**config.mk**
```make
export PLATFORM = sky130hd
export DESIGN_NAME = spi_slave_axis_rx
export DESIGN_NICKNAME = d
export VERILOG_FILES = /design/src/rtl/spi_slave_axis_rx.sv
export SDC_FILE = /design/constraint.sdc
export NUM_CORES = 1
export LEC_CHECK = 0
export ABC_AREA = 1
export BUFFER_PORTS_ARGS = -buffer_cell sky130_fd_sc_hd__buf_2
export CAP_MARGIN = 30
export CELL_PAD_IN_SITES_DETAIL_PLACEMENT = 1
export CELL_PAD_IN_SITES_GLOBAL_PLACEMENT = 1
export CORE_MARGIN = 4
export CORE_UTILIZATION = 46
export CTS_BUF_LIST = sky130_fd_sc_hd__clkbuf_8
export CTS_CLUSTER_DIAMETER = 50
export DETAILED_ROUTE_END_ITERATION = 8
export MAX_ROUTING_LAYER = met4
export PLACE_DENSITY_LB_ADDON = 0.15
export SLEW_MARGIN = 20
export SYNTH_ARGS = -nofsm -noshare
export SYNTH_HDL_FRONTEND = slang
export SYNTH_SLANG_ARGS = --single-unit
```
**constraint.sdc**
```tcl
create_clock -name axi_aclk -period 4.1 [get_ports axi_aclk]
set_clock_uncertainty 0.15 [all_clocks]
set_input_delay 1.23 -clock axi_aclk [delete_from_list [all_inputs] [get_ports axi_aclk]]
set_output_delay 1.23 -clock axi_aclk [all_outputs]
set_load 0.02 [all_outputs]
```
**src/rtl/spi_slave_axis_rx.sv**
```systemverilog
// SPI-slave receiver: oversamples SCLK/MOSI/CS_N in the AXI clock domain,
// deserialises words in any SPI mode and streams them out of an FWFT FIFO.
module spi_slave_axis_rx #(
   parameter int unsigned DATA_WIDTH  = 8,
   parameter int unsigned FIFO_DEPTH  = 16,
   parameter int unsigned CPOL        = 0,
   parameter int unsigned CPHA        = 0,
   parameter int unsigned MSB_FIRST   = 1,
   parameter int unsigned SYNC_STAGES = 2
) (
   input  logic                          axi_aclk,
   input  logic                          axi_aresetn,
   input  logic                          spi_clk,
   input  logic                          spi_mosi,
   input  logic                          spi_cs_n,
   output logic [DATA_WIDTH-1:0]         axis_tdata,
   output logic                          axis_tvalid,
   input  logic                          axis_tready,
   output logic                          axis_tlast,
   input  logic                          stat_clr,
   output logic                          overflow,
   output logic                          frame_err,
   output logic [15:0]                   drop_cnt,
   output logic [$clog2(FIFO_DEPTH):0]   fifo_level
);

   localparam int unsigned AW = $clog2(FIFO_DEPTH);
   localparam int unsigned LW = AW + 1;
   localparam int unsigned BW = $clog2(DATA_WIDTH);
   localparam int unsigned EW = DATA_WIDTH + 1;
   localparam bit SAMPLE_RISE = (CPOL == CPHA);

   typedef enum logic [1:0] {
      S_WAIT_IDLE = 2'd0,
      S_IDLE      = 2'd1,
      S_SHIFT     = 2'd2
   } state_t;

   logic [SYNC_STAGES-1:0] r_sclk_sync;
   logic [SYNC_STAGES-1:0] r_mosi_sync;
   logic [SYNC_STAGES-1:0] r_cs_sync;
   logic                   r_sclk_d;
   logic                   r_cs_d;

   state_t                 r_state;
   logic [BW-1:0]          r_bit_cnt;
   logic [DATA_WIDTH-1:0]  r_shreg;
   logic [DATA_WIDTH-1:0]  r_pend;
   logic                   r_pend_vld;

   logic [EW-1:0]          r_mem [FIFO_DEPTH];
   logic [AW-1:0]          r_wptr;
   logic [AW-1:0]          r_rptr;
   logic [LW-1:0]          r_level;

   logic                   r_overflow;
   logic                   r_frame_err;
   logic [15:0]            r_drop_cnt;

   logic                   w_sclk;
   logic                   w_mosi;
   logic                   w_cs;
   logic                   w_cs_rise;
   logic                   w_cs_fall;
   logic                   w_sample;
   logic                   w_word_done;
   logic                   w_ferr_ev;
   logic [DATA_WIDTH-1:0]  w_shift_next;
   logic                   w_push;
   logic                   w_push_last;
   logic                   w_full;
   logic                   w_pop;
   logic                   w_wr;
   logic                   w_drop;
   logic [EW-1:0]          w_head;

   // Input synchronisers plus one delay stage for edge detection
   always_ff @(posedge axi_aclk or negedge axi_aresetn) begin
      if (!axi_aresetn) begin
         r_sclk_sync <= '0;
         r_mosi_sync <= '0;
         r_cs_sync   <= '0;
         r_sclk_d    <= 1'b0;
         r_cs_d      <= 1'b0;
      end else begin
         r_sclk_sync <= {r_sclk_sync[SYNC_STAGES-2:0], spi_clk};
         r_mosi_sync <= {r_mosi_sync[SYNC_STAGES-2:0], spi_mosi};
         r_cs_sync   <= {r_cs_sync[SYNC_STAGES-2:0], spi_cs_n};
         r_sclk_d    <= w_sclk;
         r_cs_d      <= w_cs;
      end
   end

   assign w_sclk    = r_sclk_sync[SYNC_STAGES-1];
   assign w_mosi    = r_mosi_sync[SYNC_STAGES-1];
   assign w_cs      = r_cs_sync[SYNC_STAGES-1];
   assign w_cs_rise = w_cs & ~r_cs_d;
   assign w_cs_fall = ~w_cs & r_cs_d;
   assign w_sample  = (SAMPLE_RISE ? (w_sclk & ~r_sclk_d) : (~w_sclk & r_sclk_d)) & ~w_cs;

   assign w_shift_next = (MSB_FIRST != 0) ? {r_shreg[DATA_WIDTH-2:0], w_mosi}
                                          : {w_mosi, r_shreg[DATA_WIDTH-1:1]};

   // A CS edge outranks a coincident sample edge
   assign w_word_done = (r_state == S_SHIFT) & ~w_cs_rise & w_sample &
                        (r_bit_cnt == BW'(DATA_WIDTH - 1));
   assign w_ferr_ev   = (r_state == S_SHIFT) & w_cs_rise & (r_bit_cnt != '0);
   assign w_push      = ((r_state == S_SHIFT) & w_cs_rise & r_pend_vld) |
                        (w_word_done & r_pend_vld);
   assign w_push_last = w_cs_rise;

   // Frame state machine; the completed word waits in r_pend until the next
   // word or CS rise decides whether it is the last of the frame
   always_ff @(posedge axi_aclk or negedge axi_aresetn) begin
      if (!axi_aresetn) begin
         r_state    <= S_WAIT_IDLE;
         r_bit_cnt  <= '0;
         r_shreg    <= '0;
         r_pend     <= '0;
         r_pend_vld <= 1'b0;
      end else begin
         case (r_state)
            S_WAIT_IDLE: begin
               if (w_cs) r_state <= S_IDLE;
            end
            S_IDLE: begin
               if (w_cs_fall) begin
                  r_bit_cnt  <= '0;
                  r_shreg    <= '0;
                  r_pend_vld <= 1'b0;
                  r_state    <= S_SHIFT;
               end
            end
            S_SHIFT: begin
               if (w_cs_rise) begin
                  r_pend_vld <= 1'b0;
                  r_state    <= S_IDLE;
               end else if (w_sample) begin
                  r_shreg <= w_shift_next;
                  if (w_word_done) begin
                     r_pend     <= w_shift_next;
                     r_pend_vld <= 1'b1;
                     r_bit_cnt  <= '0;
                  end else begin
                     r_bit_cnt <= r_bit_cnt + BW'(1);
                  end
               end
            end
            default: r_state <= S_WAIT_IDLE;
         endcase
      end
   end

   assign w_full = (r_level == LW'(FIFO_DEPTH));
   assign w_pop  = axis_tvalid & axis_tready;
   assign w_wr   = w_push & (~w_full | w_pop);
   assign w_drop = w_push & w_full & ~w_pop;

   always_ff @(posedge axi_aclk) begin
      if (w_wr) r_mem[r_wptr] <= {w_push_last, r_pend};
   end

   always_ff @(posedge axi_aclk or negedge axi_aresetn) begin
      if (!axi_aresetn) begin
         r_wptr  <= '0;
         r_rptr  <= '0;
         r_level <= '0;
      end else begin
         if (w_wr)  r_wptr <= r_wptr + AW'(1);
         if (w_pop) r_rptr <= r_rptr + AW'(1);
         r_level <= r_level + LW'(w_wr) - LW'(w_pop);
      end
   end

   // Sticky status; an event coinciding with stat_clr wins
   always_ff @(posedge axi_aclk or negedge axi_aresetn) begin
      if (!axi_aresetn) begin
         r_overflow  <= 1'b0;
         r_frame_err <= 1'b0;
         r_drop_cnt  <= '0;
      end else begin
         if (w_drop) begin
            r_overflow <= 1'b1;
            if (stat_clr)                   r_drop_cnt <= 16'd1;
            else if (r_drop_cnt != 16'hFFFF) r_drop_cnt <= r_drop_cnt + 16'd1;
         end else if (stat_clr) begin
            r_overflow <= 1'b0;
            r_drop_cnt <= '0;
         end
         if (w_ferr_ev)     r_frame_err <= 1'b1;
         else if (stat_clr) r_frame_err <= 1'b0;
      end
   end

   assign w_head      = r_mem[r_rptr];
   assign axis_tvalid = (r_level != '0);
   assign axis_tdata  = axis_tvalid ? w_head[DATA_WIDTH-1:0] : '0;
   assign axis_tlast  = axis_tvalid & w_head[DATA_WIDTH];
   assign fifo_level  = r_level;
   assign overflow    = r_overflow;
   assign frame_err   = r_frame_err;
   assign drop_cnt    = r_drop_cnt;

endmodule

```
== Word level (Yosys, flattened, before mapping) ==
Memory sizes are Yosys's and may differ from the RTL's.
Cells that the tools add are included.
W data, S select, Z words.
Word-level totals
  register bits after elaboration: 60
  RAM bits: 144
  bits of input ports: 7
  output and inout bits: 33
  word-level logic and storage cells: 99
  memories: 1
Memory list
  r_mem: depth 16, width 9, read ports 1, clocked after memory_dff 0, write ports 1, line 51  | logic [EW-1:0] r_mem [FIFO_DEPTH];
Operators by class
  add/subtract/negate cells: 6
  equal/unequal tests: 12
  multiplexer cells: 28
  bitwise logic cells: 24
  reductions and logical operators: 12
Operators by type and width (count)
  $mux W16: 4
  $mux W7: 3
  $add A16 B1 Y16 const B: 1
  $and A1 B1 Y1: 16
  $ne A16 B16 Y1 const B: 1
  $pmux W7 S2: 1
  $mux W3: 4
  $reduce_and A4 Y1: 3
  $ne A2 B2 Y1 const B: 5
  $mux W1: 9
  $add A4 B1 Y4 const B: 2
  $mux W8: 1
  $reduce_bool A2 Y1: 4
  $mux W2: 3
  $ne A3 B3 Y1 const B: 2
  $not A1 Y1: 6
  $pmux W2 S3: 1
  $pmux W3 S2: 1
  $add A5 B1 Y5: 1
  $eq A5 B5 Y1 const B: 1
  $reduce_bool A5 Y1: 1
  $sub A5 B1 Y5: 1
  $add A3 B1 Y3 const B: 1
  $eq A3 B3 Y1 const B: 1
  8 further kinds: 9

== Logic depth before layout (Yosys ltp) ==
Gate-level depths: netlist of run 1.
  depth in word-level cells: 12
  depth in mapped cells: 15
  depth with buffers taken out: 15

== Worst setup path before layout of run 1 ==
OpenSTA, ideal clock, no wires.
  path kind: input to register
  start: input port axis_tready
  end: register r_level[4], in the netlist fifo_level[4]
  setup time: 0.128 ns
  arrival: 2.767 ns
  data required time: 3.822 ns
  setup slack: 1.055 ns
  stages on the path: 11
  path buffers: 0
  cell sequence: nor2_1 > nand2_1 > nand3_1 > ha_1 > inv_1 > ha_1 > inv_1 > fa_1 > o21ai_0 > a21oi_1 > xor2_1
On the way
  word-level cells in the longest chain between the ends: 5
Ends and longest elaborated chain
  from (decl): line 18  | input logic axis_tready,
  $and A1 B1 Y1 *: line 155  | assign w_pop = axis_tvalid & axis_tready;
  $or A1 B1 Y1: line 156  | assign w_wr = w_push & (~w_full | w_pop);
  $and A1 B1 Y1: line 156
  $add A5 B1 Y5: line 171  | r_level <= r_level + LW'(w_wr) - LW'(w_pop);
  $sub A5 B1 Y5 *: line 171
  to (signal assigned): line 171
  to (decl): line 54  | logic [LW-1:0] r_level;
Mark *: on every way between the ends. The rest lies on a longest branch, timed or not.
A chain may end at the register's enable or synchronous reset.

== Worst setup path after layout of run 1 ==
  start: register r_rptr[0]
  end: output port axis_tdata[1]
On the way
  word-level cells in the longest chain between the ends: 2
Ends and longest elaborated chain
  from (decl): line 53  | logic [AW-1:0] r_rptr;
  from (signal assigned): line 170  | if (w_pop) r_rptr <= r_rptr + AW'(1);
  $mem_v2 Z16 W9
  $mux W8: line 197  | assign axis_tdata = axis_tvalid ? w_head[DATA_WIDTH-1:0] : '0;
  to (decl): line 16  | output logic [DATA_WIDTH-1:0] axis_tdata,
Every way passes these cells.

==> key figures, run 1 <==
Run status
  – Outcome: finished clean

Yosys
  – Sequential-to-total area share from yosys stat: 66.3%
  – Adder-cell share of the synthesized area: 2.36%
  – Yosys cell types: 35
  – Post-synthesis simple-gate area fraction: 23.8%
  – Warnings, synthesis: 0
  – Gate count of the mapped netlist: 842
  – Compound-Gate Fraction of Synth Area: 2.46%
  – XOR/XNOR Fraction of Synth Area: 1.40%
  – Seq cells post-synth: 204
  – Mapped Nets: 865
  – Syn Area/Cell: 10.4 um^2
  – Post-Syn Area: 8790 um^2
  – Largest family of logic cells by synthesized area: simple AND/OR/NAND/NOR gates
  – Multiplexer share of the synthesized area: 0%

Critical path
  – Worst path cell trace: buf_4 > nand2_1 > nand3_1 > nand3_1 > nand2_1 > nand2_1 > a21oi_1 > buf_2
  – Reg2reg path depth: 15
  – Worst path max stage delay: 0.48 ns
  – Most frequent CP cell: nand2_1
  – Worst-path maximum fanout: 53
  – WP buf/inv: 2
  – Slowest stage cell, crit path: buf_4
  – Worst path required time: 2.72 ns
  – Kind of end point of the critical path: output pin
  – Crit-path leading delay family: buffers and inverters
  – Worst Path Arrival: 2.33 ns
  – Startpoint types: register
  – Reg-to-reg slack, setup: 1.07 ns
  – Critical path class: register to output pin
  – R2r endpoint: fifo_level[4]
  – Reg2Reg Launch Point: fifo_level[3]

Final layout
  – Most frequent cells in the layout: 285 x nand2_1, 144 x edfxtp_1, 134 x nand3_1
  – Area growth syn-to-layout: 13.8%
  – Net count, final: 925
  – Post-Layout Cell Count: 1,163
  – Commonest non-fill, non-tap cell in the layout: nand2_1
  – Proportion of layout cells with a drive suffix above 1: 13.0%
  – Number of fill cells: 2,085
  – # diodes: 0

Clock tree
  – Clock Pin Slew Worst Setup and Hold Paths: 0.05 ns
  – H-tree depth: 2
  – Hold Buf Count CTS: 0
  – Post-CTS setup buffers: 0
  – CTS max path bufs: 3
  – Clock latency at the later pin of the worst-skew pair: 0.51 ns
  – Post-CTS resize count: 0
  – CTS buffer count: 36
  – Clock Sinks: 204
  – CTS Root Cell: clkbuf_8
  – TritonCTS clock tree: built

STA
  – Worst Tran Pin Value: 0.938 ns
  – Setup violations, final: 0
  – Max frequency: 270 MHz
  – Setup_tns: 0 ns
  – Max-slew headroom: 37.3%
  – Fin crit share: 90.4%
  – Final Max Tran Viols: 0
  – Final worst slack: 0.394 ns
  – Final Hold Fails: 0
  – Unrepaired setup endpoints after global routing: no
  – Crit path time final: 3.71 ns

Global route
  – Antenna violations before repair: 0
  – GRT Total Usage: 21.9%
  – Grt ovf: 0
  – Vias in the first global route: 6,824
  – Global-route wire length before repair: 36.2 mm
  – Largest net degree at the start of global routing: 54

Place
  – DP Wirelength: 14.7 mm
  – Placed insts: 1,098
  – PortBufs: 39
  – RePlAce Congestion: 0.826
  – Setup Slack @ Placement: 0.683 ns

Job
  – Number of max-cap violations: 0

Power and ir drop
  – Sw Share: 34.3%
  – Peak VDD IR: 0.000269 V
  – Lkg Pwr: 4.38 nW
  – P_sw: 1.99 mW
  – PD cells: 582 nW/um^2
  – Clock share of power: 32.8%
  – Sequential share of power: 40.1%
  – Total power draw: 5.82 mW
  – Combinational share of power: 27.1%
  – P_int: 3.82 mW

Hold path
  – Hold path endpoint: r_cs_sync[1]
  – Hold depth: 0
  – Hold/Removal Path Class: register to register
  – Hold path startpoint: r_cs_sync[0]

Route
  – Wirelength, routed: 22.2 mm
  – DRC: 0
  – Total iterations of the first detailed-routing run: 4
  – Final ANT Viol Nets: 0
  – Vias: 6,229
  – Vias per cell: 5.36
  – Iter 0 DRT Violations: 274
  – Avg WL per Cell: 19.1 um

Floorplanning
  – I/O pin count: 40
  – Chip height: 146 um
  – Initial Util: 46.8%
  – CORE AREA: 18,800 um^2
  – Width of the chip: 146 um
  – Num rows: 50
  – Die footprint: 21,400 um^2
registers in the layout, indices dropped and copies added (netlist names), 3 cells and up:
register	count
r_mem	144
fifo_level	5
r_rptr	4
drop_cnt	16
r_shreg	7
r_bit_cnt	3
r_pend	8
r_wptr	4
cells by family (layout without fill, tap and decap cells):
| family | Yosys count | after routing |
|---|---|---|
| AND/OR/NAND/NOR | 485 | 485 |
| flip-flops | 204 | 204 |
| buffers and inverters | 83 | 170 |
| AO/OA/AOI/OAI | 40 | 40 |
| adder cells (fa/ha/maj) | 16 | 16 |
| XOR/XNOR | 14 | 14 |
cells in the mapped netlist, drive strengths merged:
| library cell | number | share of area (%) |
|---|---|---|
| o22ai | 7 | 0.50 |
| nand3 | 136 | 7.9 |
| clkinv | 3 | 0.13 |
| a21boi | 1 | 0.085 |
| nand2 | 287 | 12 |
| a21oi | 11 | 0.63 |
| nand3b | 2 | 0.17 |
| or2 | 1 | 0.071 |
| dfrtp | 60 | 17 |
| o31ai | 1 | 0.085 |
| nand4 | 8 | 0.74 |
| nor2 | 49 | 2.4 |
| buf | 11 | 0.60 |
| fa | 1 | 0.23 |
| xnor2 | 2 | 0.20 |
| inv | 48 | 2.1 |
| o21bai | 1 | 0.085 |
| edfxtp | 144 | 49 |
| xor2 | 12 | 1.2 |
| ha | 15 | 2.1 |
| clkbuf | 21 | 0.90 |
| o21ai | 19 | 1.1 |
| nor3 | 2 | 0.11 |
final cells by class:
| cell class | instances | area, um^2 | area share (%) |
|---|---|---|---|
| Sequential cell | 204 | 5830 | 58.3 |
| Tap cell | 234 | 293 | 2.93 |
| Clock inverter | 24 | 178 | 1.78 |
| Multi-Input combinational cell | 555 | 2640 | 26.4 |
| Timing Repair Buffer | 54 | 308 | 3.08 |
| Inverter | 51 | 191 | 1.91 |
| Clock buffer | 41 | 564 | 5.64 |
power by group through the flow:
| stage | clock (mW) | sequential (mW) | combinational (mW) |
|---|---|---|---|
| 3_3_place_gp | 0 | 2.37 | 1.52 |
| 2_1_floorplan | 0 | 2.38 | 1.03 |
| 4_1_cts | 1.96 | 2.34 | 1.60 |
| 5_1_grt | 2.06 | 2.35 | 1.74 |
| 6_report | 1.91 | 2.34 | 1.57 |
| 3_5_place_dp | 0 | 2.38 | 1.59 |
worst max path at each step:
stage / from / to / slack (ns) / cells past startpoint
after floorplan: axis_tready / fifo_level[4] / 1.06 / 11
after global placement: axis_tready / fifo_level[4] / 0.84 / 12
after detailed placement: axis_tready / fifo_level[4] / 0.68 / 12
after CTS: r_rptr[0] / axis_tdata[3] / 0.35 / 10
after global routing: r_rptr[0] / axis_tdata[7] / 0.18 / 8
final: r_rptr[0] / axis_tdata[1] / 0.39 / 8
routing by layer:
metal / wire (um) / GRT usage [%]
met1: 9630 / 27.6
met2: 11200 / 36.7
met3: 825 / 3.60
met4: 533 / 6.96
met5: 0 / -
per-stage QoR:
step                hold WS, ns  instance area, um^2  util, %
floorplan                 0.181                 8790        -
global placement          0.184                 9260     49.3
detailed placement        0.186                 9260     49.3
CTS                       0.198                10000     53.3
global route              0.202                10000     53.3
finish                    0.195                10000     53.3
Note: power is estimated with default switching activity, not from simulation.
==> inputs of run 2 (changes only) <==
- ABC_AREA: 1 -> default
- SKIP_LAST_GASP: default -> 1
==> run 2 against run 1 <==
Net effect:
- clock power down 15%
- register-to-register slack worse by 0.27 ns
- clock-buffer cell count down 2
- hold slack better by 0.0025 ns
- critical path type unchanged
==> key figures, run 2 <==
Yosys
  – Yosys cell types: 56 (+60%)
  – Top post-synthesis cells by count: 144 x edfxtp_1, 60 x dfrtp_1, 36 x mux4_2
  – Number of synthesized flops with an enable pin: 144 (unchanged)
  – Top-count cell post-synth: edfxtp_1
  – Area share of the largest cell type after synthesis: 51.1% (+1.9 points)
  – Gate count of the mapped netlist: 491 (-42%)
  – Warnings, synthesis: 0 (unchanged)
  – Primary FF master, synth: edfxtp_1
  – Syn Area/Cell: 17.2 um^2 (+65%)
  – Async set or reset register ratio after synthesis: 29.4% (unchanged)
  – Mapped Nets: 514 (-41%)
  – Seq cells post-synth: 204 (unchanged)
  – Post-Syn Area: 8460 um^2 (-3.7%)
  – Sequential-to-total area share from yosys stat: 68.9% (+2.6 points)
  – Area leader, netlist: edfxtp_1
  – Largest cells by area after synthesis: edfxtp_1 51%, dfrtp_1 18%, mux4_2 9.6%

Critical path
  – Worst path required time: 2.72 ns (about the same)
  – Critical path class: register to output pin
  – Worst path max stage delay: 0.54 ns (+0.06 ns)
  – Kind of end point of the critical path: output pin
  – Reg2Reg Launch Point: r_bit_cnt[1]
  – Worst path cell trace: buf_12 > mux4_2 > mux2i_1 > o22ai_1 > buf_2
  – Worst-path maximum fanout: 39 (-26%)
  – Startpoint types: register
  – Worst Path Arrival: 2.36 ns (+0.03 ns)
  – Setup crit start: r_rptr[0]
  – Slowest stage cell, crit path: mux4_2

Route
  – Final ANT Viol Nets: 0 (unchanged)
  – Wirelength, routed: 18.2 mm (-18%)
  – Avg WL per Cell: 22.5 um (+18%)
  – DRC: 0 (unchanged)
  – Vias: 4,612 (-26%)
  – Vias per cell: 5.70 (+6.4%)
  – Total iterations of the first detailed-routing run: 4 (unchanged)
  – Iter 0 DRT Violations: 230 (-16%)

STA
  – Max-slew headroom: 49.4% (+12 points)
  – Fin crit share: 91.3% (+0.94 points)
  – Setup violations, final: 0 (unchanged)
  – Final Max Tran Viols: 0 (unchanged)
  – Max frequency: 267 MHz (-1.0%)
  – Final Hold Fails: 0 (unchanged)
  – Setup_tns: 0 ns (unchanged)
  – Crit path time final: 3.74 ns (+0.0385 ns)
  – Worst Tran Pin Value: 0.753 ns (-0.184 ns)
  – Final worst slack: 0.355 ns (-0.0385 ns)
  – Unrepaired setup endpoints after global routing: no

Final layout
  – Most frequent cells in the layout: 144 x edfxtp_1, 59 x dfrtp_1, 39 x clkbuf_8, 39 x buf_2, 36 x mux4_2
  – Max reg flops: 144 (unchanged)
  – Number of fill cells: 1,735 (-17%)
  – Commonest non-fill, non-tap cell in the layout: edfxtp_1
  – Net count, final: 580 (-37%)
  – Most flops, register: r_mem
  – Post-Layout Cell Count: 809 (-30%)
  – Proportion of layout cells with a drive suffix above 1: 25.6% (+13 points)
  – Area growth syn-to-layout: 13.1%

Clock tree
  – Clock Pin Slew Worst Setup and Hold Paths: 0.05 ns (about the same)
  – CTS buffer count: 35 (-2.8%)
  – CTS Root Cell: clkbuf_8
  – TritonCTS clock tree: built
  – Post-CTS resize count: 0 (unchanged)
  – Clock Sinks: 204 (unchanged)
  – Post-CTS setup buffers: 0 (unchanged)
  – CTS max path bufs: 3 (unchanged)
  – Hold Buf Count CTS: 0 (unchanged)
  – H-tree depth: 2 (unchanged)
  – Clock latency at the later pin of the worst-skew pair: 0.49 ns (-0.02 ns)

Run status
  – Outcome: finished clean

Place
  – Setup Slack @ Placement: 0.330 ns (-0.353 ns)
  – RePlAce Congestion: 0.856 (+3.7%)
  – PortBufs: 39 (unchanged)
  – DP Wirelength: 11.9 mm (-19%)
  – Placed insts: 749 (-32%)

Floorplanning
  – Num rows: 49 (-2.0%)
  – CORE AREA: 18,000 um^2 (-4.0%)
  – I/O pin count: 40 (unchanged)
  – Die footprint: 20,600 um^2 (-3.5%)
  – Chip height: 144 um (-1.8%)
  – Initial Util: 46.9% (+0.12 points)
  – Width of the chip: 144 um (-1.8%)

Global route
  – Antenna violations before repair: 1 (+1)
  – Grt ovf: 0 (unchanged)
  – Global-route wire length before repair: 29.2 mm (-19%)
  – Largest net degree at the start of global routing: 40 (-26%)
  – Vias in the first global route: 5,086 (-25%)
  – GRT Total Usage: 19.2% (-2.8 points)

Power and ir drop
  – PD cells: 509 nW/um^2 (-12%)
  – Peak VDD IR: 0.000369 V (+37%)
  – Lkg Pwr: 3.89 nW (-11%)

Job
  – Number of max-cap violations: 0 (unchanged)

Hold path
  – Hold/Removal Path Class: register to register
  – Hold path startpoint: r_sclk_sync[0]
-- run 2: cell types whose count changed after synthesis, moves of 13 or more --
cell,previous run,this run
nand3_1,134,9
inv_1,39,18
and3_1,0,14
nor2_1,46,8
mux4_2,0,36
mux2i_1,0,19
nand2_1,285,14
clkbuf_1,21,8
-- run 2: cells by family (layout without fill, tap and decap cells) --
group / count (synthesis) / count (layout) / share of synthesized area [%]
AOI/OAI and AO/OA: 59 / 59 / 5.25
xor gates and xnor gates: 10 / 10 / 1.04
adders and majority gates: 16 / 16 / 2.45
buffers and inverters: 41 / 129 / 2.07
DFF: 204 / 204 / 68.9
muxes: 65 / 65 / 13.2
other: 0 / 1 / 0
and+or+nand+nor: 96 / 96 / 7.17
-- run 2: through the flow --
stage | area, um^2 | hold WS, ns | total power [mW] | utilization, %
finish | 9570 | 0.198 | 4.87 | 53.1
global route | 9570 | 0.209 | 5.14 | 53.1
CTS | 9560 | 0.199 | 4.97 | 53.1
detailed placement | 8940 | 0.187 | 3.32 | 49.6
global placement | 8940 | 0.183 | 3.29 | 49.6
floorplan | 8460 | 0.181 | 3.06 | -
-- run 2: cell type report --
| type | instances | area (um^2) | area share, % |
|---|---|---|---|
| Tap cell | 229 | 287 | 3.00 |
| Inverter | 19 | 71.3 | 0.746 |
| Clock inverter | 20 | 83.8 | 0.876 |
| Timing Repair Buffer | 51 | 298 | 3.11 |
| Antenna cell | 1 | 2.50 | 0.0262 |
| Multi-Input combinational cell | 246 | 2460 | 25.7 |
| Sequential cell | 204 | 5830 | 60.9 |
| Clock buffer | 39 | 537 | 5.61 |
-- run 2: worst paths after layout --
check	endpoint	slack, ns	depth (start not counted)
worst max-delay path	axis_tdata[7]	0.36	5
worst min-delay path	r_sclk_sync[1]	0.20	0
worst max register to register	fifo_level[4]	0.80	15
worst min register to register	r_sclk_sync[1]	0.20	0
max in group asynchronous	r_rptr[0]	2.54	2
min in group asynchronous	r_mosi_sync[0]	0.55	1
-- run 2: where the power goes --
| group | switching [mW] | internal [mW] |
|---|---|---|
| logic | 0.533 | 0.404 |
| clock network | 0.753 | 0.866 |
| registers | 0.0639 | 2.25 |
-- run 2: layer usage --
metal	vias to the layer above	global-route usage (%)	part of all wire (%)
li1	2090	-	-
met1	2397	24.6	43
met2	103	32.0	51
met3	22	3.83	4.7
met4	0	4.11	1.2
met5	-	-	0
-- run 2: worst max-delay path: cells and delay by family, from the launching register on --
kind | cells | cell delay (ns)
flops | 1 | 0.37
buf+inv | 2 | 0.47
compound gates | 1 | 0.14
mux | 2 | 0.86
==> inputs of run 3 (changes only) <==
- CORE_ASPECT_RATIO: default -> 0.6
==> run 3 against run 2 <==
Net effect:
- critical path depth rose by 1
- register-to-register slack lost 0.13 ns
- maximum frequency fell by 5.0%
- non-clock buffer count grew 2
- highest routed layer unchanged
- sequential power rose by 3%
==> key figures, run 3 (synthesized netlist as in run 2, its figures left out) <==
Run status
  – Outcome: finished clean

Final layout
  – Most frequent cells in the layout: 144 x edfxtp_1, 59 x dfrtp_1, 39 x buf_2
  – Commonest non-fill, non-tap cell in the layout: edfxtp_1
  – Final core utilization: 53.2% (+0.16 points)
  – Post-Layout Cell Count: 818 (+1.1%)
  – Cell area after layout: 9620 um^2 (+0.54%)
  – Area growth syn-to-layout: 13.7%
  – Net count, final: 577 (-0.52%)
  – # diodes: 0 (-1)
  – Max reg flops: 144 (unchanged)
  – Most flops, register: r_mem
  – Proportion of layout cells with a drive suffix above 1: 26.3% (+0.74 points)

Power and ir drop
  – Total power draw: 5.01 mW (+2.8%)
  – Peak VDD IR: 0.000259 V (-30%)
  – PD cells: 521 nW/um^2 (+2.3%)
  – Lkg Pwr: 3.91 nW (+0.30%)

Critical path
  – Worst-path maximum fanout: 9 (-77%)
  – Startpoint types: register
  – Reg2reg path depth: 15 (unchanged)
  – Kind of end point of the critical path: output pin
  – Worst Path Arrival: 2.56 ns (+0.20 ns)
  – Worst path required time: 2.72 ns (about the same)
  – Critical path class: register to output pin

Route
  – DRC: 0 (unchanged)
  – Wirelength, routed: 19.1 mm (+4.8%)
  – Iter 0 DRT Violations: 344 (+50%)
  – Avg WL per Cell: 23.3 um (+3.7%)
  – Final ANT Viol Nets: 0 (unchanged)
  – Vias per cell: 5.72 (+0.38%)
  – Total iterations of the first detailed-routing run: 4 (unchanged)
  – Vias: 4,681 (+1.5%)

Floorplanning
  – I/O pin count: 40 (unchanged)
  – Width of the chip: 183 um (+27%)
  – Initial Util: 46.8% (-0.11 points)
  – Num rows: 38 (-22%)
  – Chip height: 113 um (-21%)
  – CORE AREA: 18,100 um^2 (+0.24%)
  – Die footprint: 20,700 um^2 (+0.34%)

STA
  – Worst Tran Pin Value: 0.881 ns (+0.127 ns)
  – Final Max Tran Viols: 0 (unchanged)
  – Setup violations, final: 0 (unchanged)
  – Unrepaired setup endpoints after global routing: no
  – Setup_tns: 0 ns (unchanged)
  – Final Hold Fails: 0 (unchanged)
  – Final worst slack: 0.157 ns (-0.198 ns)
  – Worst hold slack: 0.200 ns (+0.00179 ns)
  – Crit path time final: 3.94 ns (+0.198 ns)
  – Max-slew headroom: 41.3% (-8.1 points)
  – Fin crit share: 96.2% (+4.8 points)
  – Max frequency: 254 MHz (-5.0%)

Clock tree
  – Clock Pin Slew Worst Setup and Hold Paths: 0.07 ns (+0.02 ns)
  – TritonCTS clock tree: built
  – CTS buffer count: 30 (-14%)
  – Clock latency at the later pin of the worst-skew pair: 0.55 ns (+0.06 ns)
  – Clock Sinks: 204 (unchanged)
  – Hold Buf Count CTS: 0 (unchanged)
  – CTS Root Cell: clkbuf_8
  – CTS max path bufs: 3 (unchanged)
  – H-tree depth: 1 (-1)
  – Post-CTS setup buffers: 0 (unchanged)

Place
  – RePlAce Congestion: 0.810 (-5.4%)
  – Setup Slack @ Placement: 0.321 ns (-0.00920 ns)
  – DP Wirelength: 12.7 mm (+6.7%)
  – Placed insts: 762 (+1.7%)
  – PortBufs: 39 (unchanged)
  – Dpl cell area: 8980 um^2 (+0.46%)

Global route
  – Antenna violations before repair: 0 (-1)
  – Largest net degree at the start of global routing: 40 (unchanged)
  – Vias in the first global route: 4,963 (-2.4%)
  – Global-route wire length before repair: 29.8 mm (+1.9%)
  – Grt ovf: 0 (unchanged)
  – GRT Total Usage: 19.5% (+0.29 points)

Job
  – Number of max-cap violations: 0 (unchanged)

Hold path
  – Hold/Removal Path Class: register to register
  – Hold depth: 0 (unchanged)
## run 3: layout make-up
type / instances / area (um^2)
fillers: 1724 / 8450
flip-flops and latches: 204 / 5830
multi-input cells: 246 / 2460
clock buffers: 33 / 454
repair buffers: 53 / 325
well taps: 240 / 300
clock inverters: 23 / 174
inverters: 19 / 71.3
## run 3: path summary, 6_finish.rpt
| kind | from | endpoint | slack [ns] |
|---|---|---|---|
| min in group asynchronous | axi_aresetn | overflow | 0.63 |
| max in group asynchronous | axi_aresetn | r_rptr[0] | 2.24 |
| hold / removal | r_sclk_sync[0] | r_sclk_sync[1] | 0.20 |
| setup reg to reg | r_bit_cnt[1] | fifo_level[4] | 0.67 |
| setup / recovery | fifo_level[3] | axis_tdata[0] | 0.16 |
| hold reg to reg | r_sclk_sync[0] | r_sclk_sync[1] | 0.20 |
## run 3: per-layer routing
| layer | share of wire (%) | GRT usage (%) | vias to the layer above |
|---|---|---|---|
| li1 | - | - | 2079 |
| met1 | 49 | 30.1 | 2473 |
| met2 | 44 | 27.0 | 96 |
| met3 | 6.0 | 3.73 | 33 |
| met4 | 1.6 | 4.22 | 0 |
| met5 | 0 | - | - |
## run 3: report_power, final
group,switching [mW],internal (mW)
logic,0.487,0.429
clock network,0.776,0.931
registers,0.135,2.25
total,1.40,3.61
## run 3: timing repair
action	4_1_cts	5_1_grt
setup endpoints to repair	0	7
hold endpoints to repair	0	0
gates resized for setup	0	2
## run 3: worst max-delay path: stages, from the launching register on
cell,delay (ns)
dfrtp_1,0.41
inv_1,0.09
ha_1,0.18
or4b_4,0.51
nand2_1,0.38
o22ai_1,0.22
buf_2,0.21
